<file path="config.mk">
export PLATFORM = sky130hd
export DESIGN_NAME = gpio_in_conditioner
export DESIGN_NICKNAME = d
export VERILOG_FILES = /design/src/rtl/gpio_cond_pkg.sv /design/src/rtl/gpio_debounce_bit.sv /design/src/rtl/gpio_in_conditioner.sv
export SDC_FILE = /design/constraint.sdc
export NUM_CORES = 1
export LEC_CHECK = 0
export BUFFER_PORTS_ARGS = -buffer_cell sky130_fd_sc_hd__buf_2
export CAP_MARGIN = 10
export CORE_AREA = 3 3 188 190
export DETAILED_ROUTE_END_ITERATION = 8
export DIE_AREA = 0 0 191 193
export PLACE_DENSITY = 0.74
export SLEW_MARGIN = 30
export SYNTH_ARGS = -nofsm -noshare
export SYNTH_HDL_FRONTEND = slang
export SYNTH_HIERARCHICAL = 1
export SYNTH_SLANG_ARGS = --single-unit
</file>
<file path="constraint.sdc">
create_clock -name clk -period 28.2 [get_ports clk]
set_input_delay 5.64 -clock clk [delete_from_list [all_inputs] [get_ports clk]]
set_output_delay 5.64 -clock clk [all_outputs]
set_load 0.005 [all_outputs]
</file>
<file path="src/rtl/gpio_cond_pkg.sv">
// Shared constants for the GPIO input conditioner: register offsets and reset values.
package gpio_cond_pkg;

  localparam int ADDR_IDX_W = 3;

  // Word offsets, decoded from bus_addr[4:2]
  localparam logic [ADDR_IDX_W-1:0] OFF_IN_RAW     = 3'd0;
  localparam logic [ADDR_IDX_W-1:0] OFF_IN_DEB     = 3'd1;
  localparam logic [ADDR_IDX_W-1:0] OFF_RISE_EN    = 3'd2;
  localparam logic [ADDR_IDX_W-1:0] OFF_FALL_EN    = 3'd3;
  localparam logic [ADDR_IDX_W-1:0] OFF_IRQ_EN     = 3'd4;
  localparam logic [ADDR_IDX_W-1:0] OFF_IRQ_STATUS = 3'd5;
  localparam logic [ADDR_IDX_W-1:0] OFF_BYPASS     = 3'd6;

  localparam logic [31:0] RST_REG   = 32'h0;
  localparam logic [31:0] RST_RDATA = 32'h0;
  localparam logic        RST_BIT   = 1'b0;

endpackage

</file>
<file path="src/rtl/gpio_debounce_bit.sv">
// One pin: two-flop synchroniser, tick-driven debounce counter and bypass mux.
module gpio_debounce_bit
  import gpio_cond_pkg::*;
#(
  parameter int DEB_SAMPLES = 4
) (
  input  logic clk,
  input  logic rst,
  input  logic tick_i,
  input  logic bypass_i,
  input  logic pad_i,
  output logic sync_o,
  output logic deb_o
);

  localparam int CW = $clog2(DEB_SAMPLES) + 1;
  localparam logic [CW-1:0] CNT_LAST = CW'(DEB_SAMPLES - 1);

  logic          meta_q, sync_q, deb_q, deb_d;
  logic [CW-1:0] cnt_q, cnt_d;

  always_comb begin
    deb_d = deb_q;
    cnt_d = cnt_q;
    if (bypass_i) begin
      deb_d = sync_q;
      cnt_d = '0;
    end else if (tick_i) begin
      // Counter saturates at CNT_LAST by accepting and clearing, so it never wraps
      if (sync_q == deb_q) begin
        cnt_d = '0;
      end else if (cnt_q == CNT_LAST) begin
        deb_d = sync_q;
        cnt_d = '0;
      end else begin
        cnt_d = cnt_q + CW'(1);
      end
    end
  end

  always_ff @(posedge clk) begin
    if (rst) begin
      meta_q <= RST_BIT;
      sync_q <= RST_BIT;
      deb_q  <= RST_BIT;
      cnt_q  <= '0;
    end else begin
      meta_q <= pad_i;
      sync_q <= meta_q;
      deb_q  <= deb_d;
      cnt_q  <= cnt_d;
    end
  end

  assign sync_o = sync_q;
  assign deb_o  = deb_q;

endmodule

</file>
<file path="src/rtl/gpio_in_conditioner.sv">
// Pad input conditioner: per-pin sync/debounce, edge detect, W1C status and level irq,
// behind a single-beat register bus.
module gpio_in_conditioner
  import gpio_cond_pkg::*;
#(
  parameter int N_PINS      = 32,
  parameter int DEB_DIV     = 1000,
  parameter int DEB_SAMPLES = 4
) (
  input  logic              clk,
  input  logic              rst,
  input  logic              bus_valid,
  input  logic              bus_we,
  input  logic [31:0]       bus_addr,
  input  logic [31:0]       bus_wdata,
  output logic [31:0]       bus_rdata,
  input  logic [N_PINS-1:0] pad_in,
  output logic [N_PINS-1:0] gpio_deb,
  output logic              irq
);

  localparam int PW = $clog2(DEB_DIV);
  localparam logic [PW-1:0] PSC_LAST = PW'(DEB_DIV - 1);

  logic [PW-1:0] psc_q, psc_d;
  logic          tick;

  assign tick  = (psc_q == PSC_LAST);
  assign psc_d = tick ? '0 : psc_q + PW'(1);

  logic [N_PINS-1:0] sync, deb, deb_prev_q, rise, fall;
  logic [N_PINS-1:0] rise_en_q, rise_en_d, fall_en_q, fall_en_d;
  logic [N_PINS-1:0] irq_en_q, irq_en_d, status_q, status_d, bypass_q, bypass_d;
  logic [31:0]       rdata_q, rdata_d;

  for (genvar i = 0; i < N_PINS; i++) begin : g_pin
    gpio_debounce_bit #(.DEB_SAMPLES(DEB_SAMPLES)) u_bit (
      .clk      (clk),
      .rst      (rst),
      .tick_i   (tick),
      .bypass_i (bypass_q[i]),
      .pad_i    (pad_in[i]),
      .sync_o   (sync[i]),
      .deb_o    (deb[i])
    );
  end

  assign rise = deb & ~deb_prev_q;
  assign fall = ~deb & deb_prev_q;

  logic                  wr, rd;
  logic [ADDR_IDX_W-1:0] idx;
  logic [N_PINS-1:0]     wdat, w1c;

  assign wr   = bus_valid & bus_we;
  assign rd   = bus_valid & ~bus_we;
  assign idx  = bus_addr[4:2];
  assign wdat = bus_wdata[N_PINS-1:0];
  assign w1c  = (wr && idx == OFF_IRQ_STATUS) ? wdat : '0;

  logic unused_addr;
  assign unused_addr = ^{bus_addr[31:5], bus_addr[1:0]};
  if (N_PINS < 32) begin : g_unused
    logic unused_wdata;
    assign unused_wdata = ^bus_wdata[31:N_PINS];
  end

  always_comb begin
    rise_en_d = rise_en_q;
    fall_en_d = fall_en_q;
    irq_en_d  = irq_en_q;
    bypass_d  = bypass_q;
    // Set is OR'd in after the clear so a same-cycle edge survives a W1C
    status_d  = (status_q & ~w1c) | (rise & rise_en_q) | (fall & fall_en_q);
    if (wr) begin
      case (idx)
        OFF_RISE_EN: rise_en_d = wdat;
        OFF_FALL_EN: fall_en_d = wdat;
        OFF_IRQ_EN:  irq_en_d  = wdat;
        OFF_BYPASS:  bypass_d  = wdat;
        default:     ;
      endcase
    end
  end

  always_comb begin
    rdata_d = rdata_q;
    if (rd) begin
      case (idx)
        OFF_IN_RAW:     rdata_d = 32'(sync);
        OFF_IN_DEB:     rdata_d = 32'(deb);
        OFF_RISE_EN:    rdata_d = 32'(rise_en_q);
        OFF_FALL_EN:    rdata_d = 32'(fall_en_q);
        OFF_IRQ_EN:     rdata_d = 32'(irq_en_q);
        OFF_IRQ_STATUS: rdata_d = 32'(status_q);
        OFF_BYPASS:     rdata_d = 32'(bypass_q);
        default:        rdata_d = RST_RDATA;
      endcase
    end
  end

  always_ff @(posedge clk) begin
    if (rst) begin
      psc_q      <= '0;
      deb_prev_q <= '0;
      rise_en_q  <= N_PINS'(RST_REG);
      fall_en_q  <= N_PINS'(RST_REG);
      irq_en_q   <= N_PINS'(RST_REG);
      status_q   <= N_PINS'(RST_REG);
      bypass_q   <= N_PINS'(RST_REG);
      rdata_q    <= RST_RDATA;
    end else begin
      psc_q      <= psc_d;
      deb_prev_q <= deb;
      rise_en_q  <= rise_en_d;
      fall_en_q  <= fall_en_d;
      irq_en_q   <= irq_en_d;
      status_q   <= status_d;
      bypass_q   <= bypass_d;
      rdata_q    <= rdata_d;
    end
  end

  assign bus_rdata = rdata_q;
  assign gpio_deb  = deb;
  assign irq       = |(status_q & irq_en_q);

endmodule

</file>
; Yosys cells after proc, flatten, opt, wreduce, memory -nomap -nowiden
; Cells that the tools add are included.
[op_classes]
n_addsub = 33
eq_ne = 103
mux = 194
bitwise = 14
reduce_logical = 136
[ops]
columns = cell, n
row1 = $pmux W32 S7, 1
row2 = $and A32 B32 Y32, 6
row3 = $mux W3, 64
row4 = $mux W1, 128
row5 = $reduce_bool A2 Y1, 64
row6 = $eq A3 B2 Y1 const B, 34
row7 = $add A3 B1 Y3 const B, 32
row8 = $not A32 Y32, 3
row9 = $reduce_and A3 Y1, 32
row10 = $reduce_or A2 Y1, 33
row11 = $ne A2 B2 Y1 const B, 32
row12 = $or A32 B32 Y32, 2
row13 = $eq A1 B1 Y1, 32
row14 = $mux W32, 1
row15 = $reduce_or A32 Y1, 1
row16 = $add A10 B1 Y10 const B, 1
row17 = $eq A10 B10 Y1 const B, 1
row18 = $eq A3 B3 Y1 const B, 3
row19 = $reduce_and A2 Y1, 4
row20 = $eq A3 B1 Y1 const B, 1
row21 = $logic_not A3 Y1, 1
row22 = $and A1 B1 Y1, 2
row23 = $logic_and A1 B1 Y1, 1
row24 = $not A1 Y1, 1
[word_totals]
reg_bits = 426
input_bits = 100
out_inout_bits = 65
wordCells = 616

; Longest topological paths before layout
[logic_depth]
ltp_word = 7
ltp_mapped = 7
depth_no_buf = 6

; Hierarchy
; Netlist, hierarchy kept.
[by_module_without_submodules]
columns = mod, n_inst, cells_each, area_per_inst_um2
row1 = gpio_in_conditioner, 1, 1228, 10388.7
row2 = gpio_debounce_bit, 32, 24, 256.5

; Worst setup path after synthesis
; OpenSTA, ideal clock, no wires.
[synth_timing]
path_kind = register to register
startpoint = reg psc_q[5]
endpoint = reg psc_q[3]
setup_time_ns = 0.116
arrival_time_ns = 16.493
slack_ns = 11.591
stages_incl_launch_ff = 6
path_buffers = 1
synth_period_minus_slack_ns = 16.609
cell_sequence = dfxtp_1 -> nand4_1 -> nor4_1 -> or2_2 -> buf_2 -> nor2_1
[synth_via]
elab_chain_cells = 2
[synth_rtl]
columns = element, line
row1 = "start, declared", gpio_in_conditioner.sv:25  ; logic [PW-1:0] psc_q, psc_d;
row2 = "start signal, assigned", gpio_in_conditioner.sv:113  ; psc_q <= psc_d;
row3 = $eq A10 B10 Y1, gpio_in_conditioner.sv:28  ; assign tick = (psc_q == PSC_LAST);
row4 = net tick, gpio_in_conditioner.sv:26  ; logic tick;
row5 = $reduce_or A2 Y1 (no line), n/a
; The timed path passes the listed nets, and every way through them passes these cells.
; A chain may end at the register's enable or synchronous reset.

; Worst setup path after layout
[layout_timing]
startpoint = in bus_addr[4]
endpoint = reg status_q[31]
[layout_via]
elab_chain_cells = 7
[layout_rtl]
columns = element, line
row1 = "start, declared", gpio_in_conditioner.sv:14  ; input logic [31:0] bus_addr,
row2 = $eq A3 B3 Y1, gpio_in_conditioner.sv:59  ; assign w1c = (wr && idx == OFF_IRQ_STATUS) ? wdat : '0;
row3 = $logic_and A1 B1 Y1, gpio_in_conditioner.sv:59
row4 = $mux W32, gpio_in_conditioner.sv:59
row5 = $not A32 Y32, gpio_in_conditioner.sv:74  ; status_d = (status_q & ~w1c) | (rise & rise_en_q) | (fall & fall_en_q);
row6 = $and A32 B32 Y32, gpio_in_conditioner.sv:74
row7 = $or A32 B32 Y32 (2 in a row), gpio_in_conditioner.sv:74
row8 = "end signal, assigned", gpio_in_conditioner.sv:109  ; status_q <= N_PINS'(RST_REG);
row9 = "end signal, assigned", gpio_in_conditioner.sv:118  ; status_q <= status_d;
row10 = "end, declared", gpio_in_conditioner.sv:33  ; logic [N_PINS-1:0] irq_en_q, irq_en_d, status_q, status_d, bypass_q, bypass_d;
; No other way between the ends.

==> flow_summary.toml <==
[outcome]
status = "completed"

[route]
num_vias = 15300
drt_iter0_drc = 1226
drcViolationCount = 0
finalWirelength_um = 49100
dr.pass1.iters = 5
wl_per_cell_um = 19.0
vias_per_cell = 5.92
drt.antenna.violating_nets = 0

[floorplanning]
start_util = 0.553
die_x_um = 191
core-area_um2 = 33600
die-area_um2 = 36900
rows = 67
die_h_um = 193
io-pin-count = 165

[cts]
clock-sinks = 426
htree_num_levels = 2
tritoncts = "done"
cts.path.max_buffers = 3
root_buffer = "clkbuf_16"
postCtsSetupRepairBufs = 0
cts_hold_buf = 0
post_cts_resized = 0
insertion_delay_ps = 560
cts_buffers = 46
clkTransAtPathRegs_ps = 60

[global_route]
overflow = 0
grt_use_total = 0.259
antenna_found_initial = 1
grt_first_pass_wirelength_um = 77300
grt_pass1_vias = 14400
grt_max_degree = 146

[finish]
n_antenna_cell = 0
area_growth_syn_to_layout_pct = 13.8
final_common_cell = "dfxtp_1"
stdcell_count = 2579
drive_gt1_frac = 0.136
final_cell_mix = "dfxtp_1, nand2_1, buf_2, a21oi_1, nor2b_1"
fill_cells = 2779
nets = 2236
stdcell_area_um2 = 21200
postLayoutCoreUtil = 0.629

[setup_path]
crit_path_end_kind = "flop"
required_ps = 28590
startpoint_type = "primary input"
crit_arrival_ps = 8480
ff2ff_setup_slack_ps = 25880
crit_type = "in2reg"
cp_max_fo = 73

[sta]
maxSlewViolCount = 0
worst_pin_slew_ps = 995
finalSetupTns_ps = 0
timing.final.crit_share = 0.287
fin_ws_ps = 20110
final-setup-viol-count = 0
slew_headroom = 0.337
period_minus_slack_ps = 8090
finClkSkew_ps = 18.7
timing.fmax_ghz = 0.124
timing.hold.ws_ps = 435
rsz0062_at_grt = "false"
hold_violations = 0

[pwr]
p_leak_nw = 7.90
max-vdd-ir-drop_mv = 0.0530
power_density_nw_per_um2 = 59.8
p_total_mw = 1.26

[placed_design]
dp_cells = 2503
gp_congestion = 0.842
io_buffers = 135
dp_slack_ps = 19250
dp_hpwl_um = 30000
dpl_cell_area_um2 = 19600

[synthesis]
synth_top_area_cell = "dfxtp_1"
synth.avg_cell_area_um2 = 9.32
synthesis.area_um2 = 18600
ys.flop_type = "dfxtp_1"
syn_nets = 2129
netlist_top_cells_area = "dfxtp_1, nand2_1, nor2b_1"
syn_inst = 1996
yosysWarningCount = 6
synth_seq_cells = 426
ys_seq_area_frac = 0.459
synth_top_area_frac = 0.459
synth_cell_type_count = 46
synth_edf_count = 0
synthArstFlopShare = 0

[job]
cap_violations = 0

[hold_path]
min_path_type = "reg2reg"
[power breakdown]
group	leakage [nW]	internal [mW]	switching (mW)	total [mW]
Sequential	3.45	0.609	0.00579	0.615
Clock	0.745	0.354	0.240	0.594
Combinational	3.71	0.0174	0.0389	0.0563
[per-layer routing]
layer	share of wire	wire, um	global-route usage
met4	0.020	975	0.0703
met2	0.47	23000	0.431
met3	0.074	3620	0.0396
met1	0.44	21500	0.353
met5	0.00018	9	0
[worst paths after layout]
| path | start | depth (start not counted) | to |
|---|---|---|---|
| max | bus_addr[4] | 7 | status_q[31] |
| min | g_pin[16].u_bit/meta_q | 1 | g_pin[16].u_bit/sync_o |
| max reg2reg | psc_q[0] | 6 | g_pin[24].u_bit/cnt_q[0] |
| min reg2reg | g_pin[16].u_bit/meta_q | 1 | g_pin[16].u_bit/sync_o |
[synthesized netlist by cell type, types with 13 or more instances]
| library cell | n |
|---|---|
| nor2b_1 | 130 |
| ha_1 | 33 |
| o211ai_1 | 31 |
| nand2b_1 | 98 |
| a2111oi_2 | 32 |
| o21ai_1 | 30 |
| o21a_1 | 21 |
| mux2_2 | 18 |
| mux2i_1 | 54 |
| xor2_1 | 35 |
| nand3b_1 | 85 |
| inv_1 | 66 |
| a22o_1 | 32 |
| buf_2 | 23 |
| a21oi_1 | 130 |
| dfxtp_1 | 426 |
| a22oi_1 | 26 |
| a211oi_1 | 32 |
| a32oi_1 | 31 |
| a31oi_1 | 96 |
| clkbuf_1 | 62 |
| nand4b_1 | 32 |
| nor2_1 | 13 |
| nand2_1 | 293 |
| or2b_1 | 64 |
| nor3_1 | 35 |
| mux2_1 | 23 |
[flip-flops by register name (all words and copies together), names as in the netlist]
register,flops
bus_rdata,32
bypass_q,32
deb_prev_q,32
fall_en_q,32
g_pin.u_bit/cnt_q,96
g_pin.u_bit/deb_o,32
g_pin.u_bit/meta_q,32
g_pin.u_bit/sync_o,32
irq_en_q,32
psc_q,10
rise_en_q,32
status_q,32
[critical path, cell delays in order]
cell,delay (ps)
buf_4,300
buf_6,650
nand3_1,440
or3b_1,700
buf_4,360
o21ai_0,210
a31oi_1,120
[cell type report]
| type | count | area [um^2] | area share |
|---|---|---|---|
| Clock buffer | 68 | 1420 | 0.0669 |
| Clock inverter | 8 | 80.1 | 0.00378 |
| Inverter | 66 | 248 | 0.0117 |
| Multi-Input combinational cell | 1409 | 9470 | 0.447 |
| Sequential cell | 426 | 8530 | 0.403 |
| Tap cell | 448 | 561 | 0.0265 |
| Timing Repair Buffer | 154 | 858 | 0.0406 |
[logic make-up (layout without fill, tap and decap cells)]
logic type	count (synthesis)	after routing	synth area share
AND/OR/NAND/NOR	776	776	0.233
flip-flops	426	426	0.459
AO/OA/AOI/OAI	464	464	0.176
XOR/XNOR	40	40	0.0188
buffers and inverters	161	296	0.0359
multiplexers	96	96	0.0551
adder cells (fa/ha/maj)	33	33	0.0222
Power figures use the tool's default switching activity.
